===== src/rtl/mac_beams_ctrl.sv =====
// Slot controller for the beam-MAC datapath. It paces upstream antenna beats per
// symbol and slot, and ping-pongs the two codeword banks between loader and MAC.
module mac_beams_ctrl #(
    parameter int NRB  = 132,
    parameter int NSYM = 14,
    parameter int LAT  = 12
) (
    input  logic       i_clk,
    input  logic       i_reset,
    input  logic       i_tvalid,
    output logic       o_tready,
    input  logic       i_cw_load_done,
    output logic       o_cw_wr_bank,
    output logic       o_cw_rd_bank,
    output logic       o_rvalid,
    output logic       o_sop,
    output logic       o_eop,
    output logic [3:0] o_sym_idx,
    output logic       o_slot_done,
    output logic       o_busy,
    output logic       o_err_ovf
);

    localparam int RW = $clog2(NRB);
    localparam int DW = (LAT > 0) ? $clog2(LAT + 1) : 1;

    typedef enum logic [1:0] {
        IDLE  = 2'd0,
        RUN   = 2'd1,
        DRAIN = 2'd2
    } state_t;

    state_t          state;
    state_t          state_nxt;
    logic [RW-1:0]   re_cnt;
    logic [3:0]      sym_cnt;
    logic [DW-1:0]   drain_cnt;
    logic [1:0]      cw_valid;
    logic [1:0]      cw_valid_rel;
    logic            rd_bank;
    logic            wr_bank;
    logic            accept;
    logic            last_re;
    logic            last_sym;
    logic            release_slot;
    logic            load_ok;

    assign accept       = i_tvalid && o_tready;
    assign last_re      = (re_cnt == RW'(NRB - 1));
    assign last_sym     = (sym_cnt == 4'(NSYM - 1));
    assign release_slot = (state == DRAIN) && (drain_cnt == DW'(LAT));

    assign o_cw_rd_bank = rd_bank;
    assign o_cw_wr_bank = wr_bank;

    always_comb begin
        // NOTE: every signal gets a default before the case so no latch is inferred.
        state_nxt = state;
        o_tready  = 1'b0;
        o_busy    = 1'b1;
        case (state)
            IDLE: begin
                o_busy = 1'b0;
                if (cw_valid[rd_bank]) state_nxt = RUN;
            end
            RUN: begin
                o_tready = 1'b1;
                if (accept && last_re && last_sym) state_nxt = DRAIN;
            end
            DRAIN: begin
                if (release_slot) state_nxt = IDLE;
            end
            default: state_nxt = IDLE;
        endcase
    end

    // A slot release frees its bank before a same-cycle load is judged.
    always_comb begin
        cw_valid_rel = cw_valid;
        if (release_slot) cw_valid_rel[rd_bank] = 1'b0;
        load_ok = i_cw_load_done && !cw_valid_rel[wr_bank];
    end

    always_ff @(posedge i_clk) begin
        // NOTE: sequential state uses non-blocking assignments so all registers update together.
        if (i_reset) state <= IDLE;
        else         state <= state_nxt;
    end

    always_ff @(posedge i_clk) begin
        if (i_reset) begin
            re_cnt    <= '0;
            sym_cnt   <= '0;
            o_rvalid  <= 1'b0;
            o_sop     <= 1'b0;
            o_eop     <= 1'b0;
            o_sym_idx <= '0;
        end else begin
            o_rvalid <= accept;
            o_sop    <= accept && (re_cnt == '0);
            o_eop    <= accept && last_re;
            if (accept) begin
                o_sym_idx <= sym_cnt;
                if (last_re) begin
                    re_cnt  <= '0;
                    sym_cnt <= last_sym ? 4'd0 : sym_cnt + 4'd1;
                end else begin
                    re_cnt <= re_cnt + 1'b1;
                end
            end
        end
    end

    always_ff @(posedge i_clk) begin
        if (i_reset) begin
            drain_cnt   <= '0;
            o_slot_done <= 1'b0;
        end else begin
            o_slot_done <= release_slot;
            if (state == DRAIN && !release_slot) drain_cnt <= drain_cnt + 1'b1;
            else                                 drain_cnt <= '0;
        end
    end

    always_ff @(posedge i_clk) begin
        if (i_reset) begin
            cw_valid  <= 2'b00;
            rd_bank   <= 1'b0;
            wr_bank   <= 1'b0;
            o_err_ovf <= 1'b0;
        end else begin
            cw_valid <= cw_valid_rel;
            if (release_slot) rd_bank <= ~rd_bank;
            if (load_ok) begin
                cw_valid[wr_bank] <= 1'b1;
                wr_bank           <= ~wr_bank;
            end else if (i_cw_load_done) begin
                o_err_ovf <= 1'b1;
            end
        end
    end

endmodule


===== config.mk =====
export PLATFORM = sky130hd
export DESIGN_NAME = mac_beams_ctrl
export DESIGN_NICKNAME = d
export VERILOG_FILES = /design/src/rtl/mac_beams_ctrl.sv
export SDC_FILE = /design/constraint.sdc
export NUM_CORES = 1
export LEC_CHECK = 0
export ABC_AREA = 1
export ABC_CLOCK_PERIOD_IN_PS = 2400
export CAP_MARGIN = 25
export CORE_UTILIZATION = 45
export DETAILED_ROUTE_END_ITERATION = 16
export PLACE_DENSITY = 0.66
export SYNTH_ARGS = -nofsm -noshare
export SYNTH_HDL_FRONTEND = slang
export SYNTH_SLANG_ARGS = --single-unit

===== constraint.sdc =====
create_clock -name i_clk -period 2.4 [get_ports i_clk]
set_input_delay 0.36 -clock i_clk [delete_from_list [all_inputs] [get_ports i_clk]]
set_output_delay 0.36 -clock i_clk [all_outputs]
set_load 0.03 [all_outputs]

==> results.py, run 1 <==
metrics = {
    "sta": {
        "worstMarginPinSlew_ns": 0.322,
        "tns_ns": 0,
        "relSlewSlack": 0.784,
        "slew_viol_final": 0,
        "hold_viol_final": 0,
        "rsz0062_at_grt": "no",
        "period_needed_ns": 1.99,
        "setup_viol": 0,
        "final.setup.worst_slack_ns": 0.410,
        "fmax_mhz": 503,
        "post-route-period-util": 0.829,
        "finalClockSkew_ns": 0.00897,
    },
    "synth": {
        "synth_top_cell_by_area": "dfxtp_1",
        "postSynthAreaPerCell_um2": 7.38,
        "synthSimpleGateAreaFrac": 0.317,
        "synth_cell_types": 25,
        "yosysTopAreaCellShare": 0.431,
        "synth.most_common_cell": "nand2_1",
        "postSynthRegisterBits": 31,
        "synth_compound_area_frac": 0.0878,
        "synth_top_family_by_area": "simple AND/OR/NAND/NOR gates",
        "synth_edf_count": 0,
        "mappedNetlistArea_um2": 1440,
        "ys.flop_type": "dfxtp_1",
        "async_reset_ff_frac": 0,
        "yosysWarnings": 0,
        "synth_fa_ha_area_frac": 0.0348,
        "seq_area_frac_synth": 0.431,
        "synthMuxAreaShare": 0,
        "synthXorXnorAreaFrac": 0.0243,
        "yosys-top-cells-count": "42 x nand2_1, 31 x dfxtp_1, 27 x inv_1",
        "synth_cells": 195,
        "synth_area_leaders": "dfxtp_1 43%, nand2_1 11%, inv_1 7.0%, a21oi_1 6.3%, nand3_1 5.9%",
        "synth_fp_nets": 203,
    },
    "worst_setup_path": {
        "cp.required_ns": 2.04,
        "critPathMaxFanout": 4,
        "start_kind": "flip-flop",
        "cp-end-kind": "output port",
        "arrival_ns": 1.63,
        "crit_type": "flip-flop to output port",
    },
    "power_and_ir_drop": {
        "vdd_drop_max_mv": 0.366,
        "p_leak_nw": 0.669,
        "p_per_area_nw_per_um2": 624,
    },
    "drt": {
        "via_per_inst": 4.93,
        "drc": 0,
        "drt_wl_total_um": 2970,
        "dr.pass1.iters": 4,
        "drtIter0Drc": 49,
        "postRouteAntennaNets": 0,
        "wl_per_cell_um": 11.4,
        "vias": 1281,
    },
    "clock_network": {
        "cts_tree": "done",
        "htreeDepth": 2,
        "clkLatencyLatePin_ns": 0.34,
        "cts_root_buf": "clkbuf_4",
        "cts-buffers-inserted": 5,
        "cts_sinks": 31,
        "ctsResizeCount": 0,
        "holdBufCountCts": 0,
        "post_cts_buffers": 0,
        "clkTransAtPathRegs_ns": 0.10,
        "clk_path_buf_depth": 2,
    },
    "floorplanning": {
        "die_width_um": 58.5,
        "pin_count": 17,
        "core_area_um2": 3050,
        "dieArea_um2": 3430,
        "fp.dieH_um": 58.5,
        "rows": 20,
        "initial_core_util": 0.471,
    },
    "worst_hold_path": {
        "worst_hold_path_type": "flip-flop to flip-flop",
    },
    "final_layout": {
        "final_layout_size_suffix_gt1_frac": 0.0972,
        "nets": 223,
        "area_delta_synth_final_pct": 19.3,
        "n_antenna_cell": 0,
        "fillerInstances": 297,
        "postLayoutCoreUtil": 0.562,
    },
    "global_route": {
        "grt_usage": 0.195,
        "grt_pass1_wl_um": 4890,
        "antenna_found_initial": 0,
        "grt_max_degree": 14,
        "grt_pass1_vias": 1102,
        "grt.overflow.total": 0,
    },
    "place": {
        "post-place-ws_ns": 0.522,
        "place_hpwl_um": 2170,
        "io_buffers": 16,
        "globalplace.congestion": 0.855,
    },
    "job": {
        "maxCapViolations": 0,
    },
    "status": {
        "outcome": "finished clean",
    },
}
[state kept, by name, summed over array words and instances, names as in the netlist, 2 cells and up]
name and cells:
o_sym_idx 4, sym_cnt 4, cw_valid 2, drain_cnt 4, state 2, re_cnt 8
[cells in the final DEF, fill, tap and decap left out, types with 5 or more instances in the layout]
cell type,netlist,final
nand4_1,8,8
nor2_1,15,15
inv_1,27,27
nand2_1,42,42
clkbuf_4,0,5
a21oi_1,18,18
clkdlybuf4s50_1,0,16
nand3_1,17,17
dfxtp_1,31,31
[cell families after synthesis]
logic type                 Yosys count
xor gates and xnor gates             4
DFF                                 31
adders and majority gates            4
AOI/OAI and AO/OA                   25
buffers and inverters               35
and+or+nand+nor                     96
[per-layer routing]
metal	up-vias	GRT usage	wire length, um
met5	-	0	0
met4	0	0.0918	53
met3	8	0.0681	154
met2	45	0.291	1290
met1	565	0.253	1480
li1	663	-	-
[final timing paths]
path	from	depth (start not counted)	end	slack (ns)
max	state[0]	3	o_busy	0.41
min	o_err_ovf	2	o_err_ovf	0.45
max reg2reg	state[0]	5	sym_cnt[1]	0.89
min reg2reg	o_err_ovf	2	o_err_ovf	0.45
[stage by stage]
| step | instances | instance area [um2] | power, mW | hold WS (ns) |
|---|---|---|---|---|
| 6_report | 260 | 1720 | 1.07 | 0.452 |
| 3_3_place_gp | 252 | 1630 | 0.653 | 0.439 |
| 2_1_floorplan | 195 | 1440 | 0.619 | 0.429 |
| 5_1_grt | 260 | 1720 | 1.12 | 0.480 |
| 3_5_place_dp | 252 | 1630 | 0.655 | 0.442 |
| 4_1_cts | 260 | 1720 | 1.08 | 0.457 |
[critical path: stages, from the launching register on]
cell             delay, ns
dfxtp_1               0.45
nor2_1                0.10
inv_1                 0.08
clkdlybuf4s50_1       0.67
[area by class of cell]
| cell class | count | area [um2] | share of cell area |
|---|---|---|---|
| flip-flops and latches | 31 | 621 | 0.362 |
| clock buffers | 6 | 51.3 | 0.0299 |
| repair buffers | 17 | 168 | 0.0977 |
| multi-input cells | 129 | 668 | 0.389 |
| clock inverters | 2 | 35.0 | 0.0204 |
| inverters | 31 | 119 | 0.0692 |
| well taps | 44 | 55.1 | 0.0321 |
[report_power, final]
part | switching (mW) | internal, mW | leakage [nW]
Sequential | 0.0111 | 0.527 | 0.251
Clock | 0.182 | 0.246 | 0.0482
Combinational | 0.0653 | 0.0398 | 0.369
Total | 0.258 | 0.813 | 0.669
No activity file was read; power rests on OpenSTA's default activity.
==> run 2, diff against run 1 <==
--- a/config.mk
+++ b/config.mk
@@ -6,11 +6,11 @@
 export NUM_CORES = 1
 export LEC_CHECK = 0
 export ABC_AREA = 1
-export ABC_CLOCK_PERIOD_IN_PS = 2400
+export ABC_CLOCK_PERIOD_IN_PS = 1800
 export CAP_MARGIN = 25
 export CORE_UTILIZATION = 45
 export DETAILED_ROUTE_END_ITERATION = 16
-export PLACE_DENSITY = 0.66
+export PLACE_DENSITY = 0.69
 export SYNTH_ARGS = -nofsm -noshare
 export SYNTH_HDL_FRONTEND = slang
 export SYNTH_SLANG_ARGS = --single-unit
==> constraint.sdc (replaced) <==
create_clock -name i_clk -period 1.8 [get_ports i_clk]
set_input_delay 0.27 -clock i_clk [delete_from_list [all_inputs] [get_ports i_clk]]
set_output_delay 0.27 -clock i_clk [all_outputs]
set_load 0.03 [all_outputs]
==> results.py, run 2 (same netlist as run 1, synthesis figures left out) <==
metrics = {
    "sta": {
        "period_needed_ns": 1.71,
        "hold_viol_final": 0,
        "post-route-period-util": 0.948,
        "fmax_mhz": 586,
        "slew_viol_final": 0,
        "rsz0062_at_grt": "no",
        "finalClockSkew_ns": 0.00703,
        "tns_ns": 0,
        "setup_viol": 0,
        "relSlewSlack": 0.791,
        "worstMarginPinSlew_ns": 0.313,
    },
    "floorplanning": {
        "pin_count": 17,
        "die_width_um": 58.5,
        "fp.dieH_um": 58.5,
        "initial_core_util": 0.471,
        "rows": 20,
        "dieArea_um2": 3430,
        "core_area_um2": 3050,
    },
    "final_layout": {
        "largest-register": "re_cnt",
        "multi_input_area_um2": 668,
        "final_cell_mix": "42 x nand2_1, 31 x dfxtp_1, 27 x inv_1, 18 x a21oi_1, 17 x nand3_1",
        "final_layout_size_suffix_gt1_frac": 0.106,
        "largest_register_ffs": 8,
        "n_antenna_cell": 0,
        "postLayoutCoreUtil": 0.562,
        "layout_commonest_cell": "nand2_1",
        "regArea_um2": 621,
        "fillerInstances": 312,
        "nets": 225,
        "area_delta_synth_final_pct": 19.2,
    },
    "global_route": {
        "antenna_found_initial": 0,
        "grt_pass1_wl_um": 5020,
        "grt.overflow.total": 0,
        "grt_pass1_vias": 1196,
        "grt_max_degree": 12,
        "grt_usage": 0.197,
    },
    "clock_network": {
        "cts-buffers-inserted": 5,
        "cts_tree": "done",
        "clkLatencyLatePin_ns": 0.34,
        "clkTransAtPathRegs_ns": 0.10,
        "post_cts_buffers": 0,
        "cts_root_buf": "clkbuf_4",
        "cts_sinks": 31,
        "htreeDepth": 2,
        "holdBufCountCts": 0,
        "clk_path_buf_depth": 2,
        "ctsResizeCount": 2,
    },
    "status": {
        "outcome": "finished clean",
    },
    "worst_setup_path": {
        "crit_chain": "clkdlybuf4s50_1",
        "arrival_ns": 1.44,
        "timing.critical_path.slowest_stage_cell": "clkdlybuf4s50_1",
        "cp-end-kind": "output port",
        "start_kind": "flip-flop",
        "cp.required_ns": 1.53,
        "critPathMaxFanout": 5,
        "r2r_cells": 4,
        "cp_top_family": "buffers and inverters",
        "critical_path.max_stage_delay_ns": 0.69,
        "critPathBufInv": 1,
        "crit_cells": 1,
        "crit_type": "flip-flop to output port",
    },
    "worst_hold_path": {
        "worst_hold_path_type": "flip-flop to flip-flop",
        "hold_path_depth": 2,
    },
    "drt": {
        "drc": 0,
        "via_per_inst": 4.89,
        "drt_wl_total_um": 2870,
        "postRouteAntennaNets": 0,
        "drtIter0Drc": 43,
        "dr.pass1.iters": 4,
        "wl_per_cell_um": 11.0,
        "vias": 1282,
    },
    "place": {
        "place_hpwl_um": 2090,
        "io_buffers": 16,
        "globalplace.congestion": 0.840,
    },
    "job": {
        "maxCapViolations": 0,
    },
    "power_and_ir_drop": {
        "p_per_area_nw_per_um2": 776,
        "p_leak_nw": 0.675,
        "vdd_drop_max_mv": 0.556,
    },
}
==> run 2: power breakdown <==
part           switching [mW]  total (mW)  internal [mW]
clock network           0.247       0.475          0.228
registers              0.0141       0.717          0.703
logic                  0.0863       0.139         0.0526
==> run 2: through the flow <==
stage | total power, mW | hold slack [ns] | instance area (um2) | setup slack (ns) | instances
2_1_floorplan | 0.825 | 0.339 | 1440 | 0.631 | 195
3_3_place_gp | 0.873 | 0.441 | 1650 | 0.230 | 254
3_5_place_dp | 0.875 | 0.451 | 1650 | 0.208 | 254
4_1_cts | 1.35 | 0.465 | 1720 | 0.0665 | 262
5_1_grt | 1.40 | 0.502 | 1720 | 0.0101 | 262
6_report | 1.33 | 0.459 | 1720 | 0.0938 | 262
==> run 2: path summary, 6_finish.rpt <==
check               start      endpoint  slack [ns]
min             o_err_ovf     o_err_ovf        0.46
max reg2reg     re_cnt[1]    sym_cnt[1]        0.43
min reg2reg     o_err_ovf     o_err_ovf        0.46
max          o_cw_wr_bank  o_cw_wr_bank        0.09
==> run 2: metal layers <==
layer / GRT usage / wire, um / part of all wire / vias to the layer above
met4: 0.139 / 21 / 0.0073 / 0
met5: 0 / 0 / 0 / -
met3: 0.0505 / 149 / 0.052 / 2
met1: 0.233 / 1390 / 0.48 / 585
li1: - / - / - / 670
met2: 0.314 / 1310 / 0.46 / 25
==> run 2: cell type report <==
type | instances | area share
clock inverter | 1 | 0.00438
clock buffer | 7 | 0.0379
inverter | 31 | 0.0693
sequential | 31 | 0.362
timing repair buffer | 19 | 0.105
multi-input combinational | 129 | 0.389
tap | 44 | 0.0321
==> run 2: worst min-delay path, delay by kind of cell, from the launching register on <==
| family | cells | cell delay [ns] |
|---|---|---|
| AOI/OAI and AO/OA | 1 | 0.05 |
| buffers and inverters | 1 | 0.05 |
| DFF | 1 | 0.32 |
